`src/rtl/sum_serie_pkg.sv`:
```
`default_nettype none
// ============================================================================
// Module      : sum_serie_pkg
// Description : Shared types and constants for the bit-serial adder sequencer.
// Revision    : 1.0 - initial release
// ============================================================================
package sum_serie_pkg;

  localparam int SUM_SERIE_N_DEF = 8;

  typedef enum logic [1:0] {
    IDLE = 2'd0,
    RUN  = 2'd1,
    DONE = 2'd2
  } state_t;

  // Bit counter must index 0..N-1 and never collapse to zero width.
  function automatic int cnt_width(input int n);
    int w;
    w = $clog2(n);
    return (w < 1) ? 1 : w;
  endfunction

endpackage : sum_serie_pkg
`default_nettype wire

```
`src/rtl/sum_serie_ctrl_sum1b.sv`:
```
`default_nettype none
// ============================================================================
// Module      : sum1b
// Description : 1-bit full adder, the single arithmetic cell of the sequencer.
// Revision    : 1.0 - initial release
// ============================================================================
module sum1b (
  input  logic a_i,
  input  logic b_i,
  input  logic ci_i,
  output logic s_o,
  output logic co_o
);

  logic w_p;

  assign w_p  = a_i ^ b_i;
  assign s_o  = w_p ^ ci_i;
  assign co_o = (a_i & b_i) | (ci_i & w_p);

endmodule : sum1b
`default_nettype wire

```
`src/rtl/sum_serie_ctrl.sv`:
```
`default_nettype none
// ============================================================================
// Module      : sum_serie_ctrl
// Description : Bit-serial N-bit adder, one sum1b step per clock, LSB first,
//               valid/ready on both sides. Option macro: SUM_SERIE_OVF_EN
//               (adds registered signed-overflow output ov_o).
// Revision    : 1.0 - initial release
// ============================================================================
module sum_serie_ctrl
  import sum_serie_pkg::*;
#(
  parameter int N = SUM_SERIE_N_DEF
) (
  input  logic         clk_i,
  input  logic         rst_i,
  input  logic         in_valid_i,
  output logic         in_ready_o,
  input  logic [N-1:0] a_i,
  input  logic [N-1:0] b_i,
  input  logic         ci_i,
  output logic         out_valid_o,
  input  logic         out_ready_i,
  output logic [N-1:0] s_o,
  output logic         co_o
`ifdef SUM_SERIE_OVF_EN
  ,
  output logic         ov_o
`endif
);

  localparam int            CW         = cnt_width(N);
  localparam logic [CW-1:0] C_CNT_LAST = CW'(N - 1);

  state_t        r_state;
  state_t        w_state_nxt;

  logic [N-1:0]  r_a_sr;
  logic [N-1:0]  r_b_sr;
  logic [N-1:0]  r_s_sr;
  logic          r_carry;
  logic [CW-1:0] r_cnt;

  logic [N-1:0]  r_sum;
  logic          r_co;

  logic          w_sum_bit;
  logic          w_co_bit;
  logic          w_accept;
  logic          w_last;
  logic [N-1:0]  w_s_shift;

  sum1b u_sum1b (
    .a_i  (r_a_sr[0]),
    .b_i  (r_b_sr[0]),
    .ci_i (r_carry),
    .s_o  (w_sum_bit),
    .co_o (w_co_bit)
  );

  assign w_accept  = in_valid_i & in_ready_o;
  assign w_last    = (r_state == RUN) && (r_cnt == C_CNT_LAST);
  assign w_s_shift = {w_sum_bit, r_s_sr[N-1:1]};

  // ---------------------------------------------------------------- state reg
  always_ff @(posedge clk_i) begin
    if (rst_i) begin
      r_state <= IDLE;
    end else begin
      r_state <= w_state_nxt;
    end
  end

  // --------------------------------------------------------------- next state
  always_comb begin
    w_state_nxt = r_state;
    unique case (r_state)
      IDLE:    if (w_accept)    w_state_nxt = RUN;
      RUN:     if (w_last)      w_state_nxt = DONE;
      DONE:    if (out_ready_i) w_state_nxt = IDLE;
      default:                  w_state_nxt = IDLE;
    endcase
  end

  // ------------------------------------------------------------------ outputs
  // in_ready is masked by reset so nothing can be accepted on a reset edge.
  always_comb begin
    in_ready_o  = 1'b0;
    out_valid_o = 1'b0;
    unique case (r_state)
      IDLE:    in_ready_o  = ~rst_i;
      RUN:     ;
      DONE:    out_valid_o = 1'b1;
      default: ;
    endcase
  end

  // ----------------------------------------------------------------- datapath
  always_ff @(posedge clk_i) begin
    if (rst_i) begin
      r_a_sr  <= '0;
      r_b_sr  <= '0;
      r_s_sr  <= '0;
      r_carry <= 1'b0;
      r_cnt   <= '0;
      r_sum   <= '0;
      r_co    <= 1'b0;
    end else if (w_accept) begin
      r_a_sr  <= a_i;
      r_b_sr  <= b_i;
      r_carry <= ci_i;
      r_cnt   <= '0;
    end else if (r_state == RUN) begin
      r_a_sr  <= r_a_sr >> 1;
      r_b_sr  <= r_b_sr >> 1;
      r_s_sr  <= w_s_shift;
      r_carry <= w_co_bit;
      r_cnt   <= r_cnt + 1'b1;
      if (w_last) begin
        r_sum <= w_s_shift;
        r_co  <= w_co_bit;
      end
    end
  end

  assign s_o  = r_sum;
  assign co_o = r_co;

`ifdef SUM_SERIE_OVF_EN
  logic r_ov;

  // Before the final step r_carry is the carry into the MSB.
  always_ff @(posedge clk_i) begin
    if (rst_i) begin
      r_ov <= 1'b0;
    end else if (w_last) begin
      r_ov <= r_carry ^ w_co_bit;
    end
  end

  assign ov_o = r_ov;
`endif

endmodule : sum_serie_ctrl
`default_nettype wire

```
`config.mk`:
```
export PLATFORM = sky130hd
export DESIGN_NAME = sum_serie_ctrl
export DESIGN_NICKNAME = d
export VERILOG_FILES = /design/src/rtl/sum_serie_pkg.sv /design/src/rtl/sum_serie_ctrl_sum1b.sv /design/src/rtl/sum_serie_ctrl.sv
export SDC_FILE = /design/constraint.sdc
export NUM_CORES = 1
export LEC_CHECK = 0
export CAP_MARGIN = 20
export CORE_ASPECT_RATIO = 0.5
export CORE_UTILIZATION = 50
export CTS_CLUSTER_DIAMETER = 40
export DETAILED_ROUTE_END_ITERATION = 8
export GPL_TIMING_DRIVEN = 0
export PLACE_DENSITY = 0.8
export SLEW_MARGIN = 10
export SYNTH_ARGS = -nofsm -noshare
export SYNTH_HDL_FRONTEND = slang
export SYNTH_SLANG_ARGS = --single-unit
```
`constraint.sdc`:
```
create_clock -name clk_i -period 1.9 [get_ports clk_i]
set_input_delay 0.285 -clock clk_i [delete_from_list [all_inputs] [get_ports clk_i]]
set_output_delay 0.285 -clock clk_i [all_outputs]
set_load 0.01 [all_outputs]
```
==> metrics.md <==
| Metric | Value |
|---|---|
| R2R Setup Slk | `between 200 and 300 ps` |
| Hold Crit Depth | `2` |
| Die Span Y | `41.9 um` |
| Global route total overflow | `0` |
| TritonCTS clock tree | `yes` |
| Most common cell after layout, fill and taps aside | `nand2_1` |
| CP startpoint | `r_state[1]$_SDFFE_PP0P_` |
| Initial DRT Pass Iterations | `4` |
| Root Driver | `clkbuf_8` |
| Antenna Cells | `0` |
| Critical path class | `flip-flop to output port` |
| Die X | `81.7 um` |
| Initial antenna violation count | `0` |
| Resize count post-CTS | `3` |
| Fin. Hold Viols | `0` |
| Worst hold start | `s_o[3]$_SDFFE_PP0P_` |
| CP Max Fanout | `8` |
| Antenna-violating nets left | `0` |
| Cell Rows | `14` |
| Worst skew pair latency | `290 ps` |
| Largest family of logic cells by synthesized area | `simple AND/OR/NAND/NOR gates` |
| Drt wl/cell | `about 13 um` |
| Gpl congestion | `approximately 0.79` |
| Core area | `between 0.003 and 0.004 sq mm` |
| Final Cell Area | `0.00204 sq mm` |
| Commonest cells after routing, fill and taps aside | `nand2_1 (41), dfxtp_1 (38), a21oi_1 (33), clkdlybuf4s50_1 (30), nor2_1 (15)` |
| Initial core utilization | `0.527` |
| Final nets | `roughly 250` |
| Leak Pwr | `about 0.00072 uW` |
| Compound-gate portion of the synthesized area | `0.180` |
| Critical path required time | `about 1600 ps` |
| Area share of the leading cell type in the synthesized netlist | `0.479` |
| Port Buffers | `31` |
| Total power | `1610 uW` |
| Inserted Clock Buffers | `5` |
| Post-Synth Adder-Cell Area | `0.0283` |
| Fraction of registers with async set/reset | `0` |
| RSZ-0062 raised after global routing | `no` |
| Final Non-Filler Cells | `between 200 and 300` |
| Average size of a mapped cell | `around 8.4 sq um` |
| Dominant synthesized flop cell | `dfxtp_1` |
| Via Count | `around 1,400` |
| Top post-synthesis cells by area | `dfxtp_1 (48%), a21oi_1 (10%), nand2_1 (9.7%)` |
| R2r endpoint | `r_b_sr[6]$_SDFFE_PP0P_` |
| Post-DP Area | `0.00195 sq mm` |
| Min-delay worst type | `flip-flop to flip-flop` |
| Cell taking the most area after synthesis | `dfxtp_1` |
| I/O pin count | `32` |
| DIE AREA | `approximately 0.0034 sq mm` |
| Clk buf depth | `2` |
| GRT Overall Usage | `0.227` |
| Worst Tran Pin Value | `624 ps` |
| Clock-pin slew on the worst setup and hold paths | `70 ps` |
| Cts hold-fix bufs | `0` |
| Post-synth EDFFs | `0` |
| Area Overhead vs Synth | `28.6%` |
| Arr. time, crit path | `between 1500 and 2000 ps` |
| Drt first-iter violations | `38` |
| Number of global-route vias before repair | `about 1,300` |
| Crit path capture type | `output port` |
| DP Cell Count | `260` |
| Final Worst Setup Slack | `between 80 and 90 ps` |
| Worst VDD drop | `just under 0.0006 V` |
| Number of synthesized register bits | `38` |
| Via/cell ratio | `~5.3` |
| Worst stage delay on the critical path | `roughly 560 ps` |
| Sequential area share after synthesis | `0.479` |
| Period utilization | `0.953` |
| Outcome | `complete, no violations` |
| Largest net degree at the start of global routing | `12` |
| CP cell instances | `nor2b_1 > clkdlybuf4s50_1` |
| Crit path time final | `about 1800 ps` |
| Synth Area in XOR/XNOR | `0.00551` |
| Pwr/cell area | `approximately 800 mW/mm^2` |
| Share of cells above drive strength 1 | `0.0789` |
| Achievable Freq | `around 550 MHz` |
| Synth Area in Simple Gates | `0.224` |
| HPWL Detailed | `approximately 2300 um` |
| Synth Cell Area | `about 0.0016 sq mm` |
| DRC Markers | `0` |
| Min-Delay Endpoint | `s_o[3]$_SDFFE_PP0P_` |
| Synthesis Warnings | `0` |
| Critical R2R Launch | `r_state[0]$_SDFFE_PP0P_` |
| Setup violations, final | `0` |
| First-pass GRT wire length | `between 5000 and 6000 um` |
| H-tree levels | `2` |
| Relative slew slack | `0.582` |
| Synth cell types | `23` |
| Net Count, Synth | `around 210` |
| Mux cell area share after synthesis | `0.0189` |
| Fill cells | `roughly 270` |
| Clk sinks | `38` |
| Worst Skew | `around 3.6 ps` |
| CP max-delay cell | `clkdlybuf4s50_1` |
| Max_cap viols | `0` |
| Dpl ws | `-242 ps` |
| Slew Viols, Final | `0` |
| FF-to-FF path depth | `5` |
| Postcts setup bufs | `0` |
| Mapped Cells | `189` |
| Crit start category | `flip-flop` |
| Final Routed Wirelength | `about 3400 um` |
-- power breakdown --
part / switching [uW] / total [uW] / internal [uW]
Sequential: 17.4 / 845 / 827
Clock: 280 / 573 / 293
Combinational: 95.1 / 189 / 94.1
Total: 393 / 1610 / 1210
-- layout make-up --
class,instances,area [sq um],area share
flip-flops and latches,38,761,0.372
multi-input cells,134,726,0.355
repair buffers,31,309,0.151
plain buffers,16,103,0.0502
clock buffers,7,86.3,0.0423
well taps,40,50.0,0.0245
clock inverters,1,5.00,0.00245
inverters,1,3.75,0.00184
-- cell families (layout without fill, tap and decap cells) --
family	after synthesis	in the layout
adders and majority gates	3	3
xor gates and xnor gates	1	1
DFF	38	38
and+or+nand+nor	79	79
buffers and inverters	17	56
muxes	3	3
AOI/OAI and AO/OA	48	48
-- registers in the layout (all words and copies together) (netlist names) --
name,flops
co_o,1
s_o,8
r_a_sr,8
r_b_sr,8
r_carry,1
r_state,2
r_cnt,3
r_s_sr,7
-- worst max path at each step --
stage / end / cells after the start / slack [ps]
3_5_place_dp: in_ready_o / 4 / -240
2_1_floorplan: r_a_sr[0]$_SDFFE_PP0P_ / 6 / 450
4_1_cts: out_valid_o / 2 / 70
6_report: out_valid_o / 2 / 90
5_1_grt: out_valid_o / 2 / 2
3_3_place_gp: in_ready_o / 4 / -210
-- routing by layer --
layer / routed length, um / part of all wire / GRT usage
met1: 1630 / 0.49 / 0.300
met2: 1550 / 0.46 / 0.350
met3: 145 / 0.043 / 0.0725
met4: 31 / 0.0092 / 0.0737
met5: 0 / 0 / 0
-- synth_stat cells, drive strengths merged (2+ instances only) --
| cell | n |
|---|---|
| nand2 | 41 |
| dfxtp | 38 |
| a21oi | 33 |
| nor2 | 15 |
| a211oi | 14 |
| nand3 | 11 |
| buf | 9 |
| clkbuf | 7 |
| nor3 | 5 |
| mux2i | 3 |
| ha | 2 |
| nand2b | 2 |
| nor2b | 2 |
-- metrics by stage --
| step | util | hold WS [ps] | setup TNS, ps |
|---|---|---|---|
| detailed placement | 0.647 | 447 | -688 |
| global route | 0.678 | 469 | 0 |
| CTS | 0.678 | 457 | 0 |
| finish | 0.678 | 453 | 0 |
| floorplan | - | 421 | 0 |
| global placement | 0.647 | 441 | -262 |
-- worst max-delay path: cells and delay by family, from the launching register on --
family                 cells  cell delay, ps
flip-flops                 1             480
buffers and inverters      1             560
AND/OR/NAND/NOR            1             200
(Power assumes the default switching activity.)
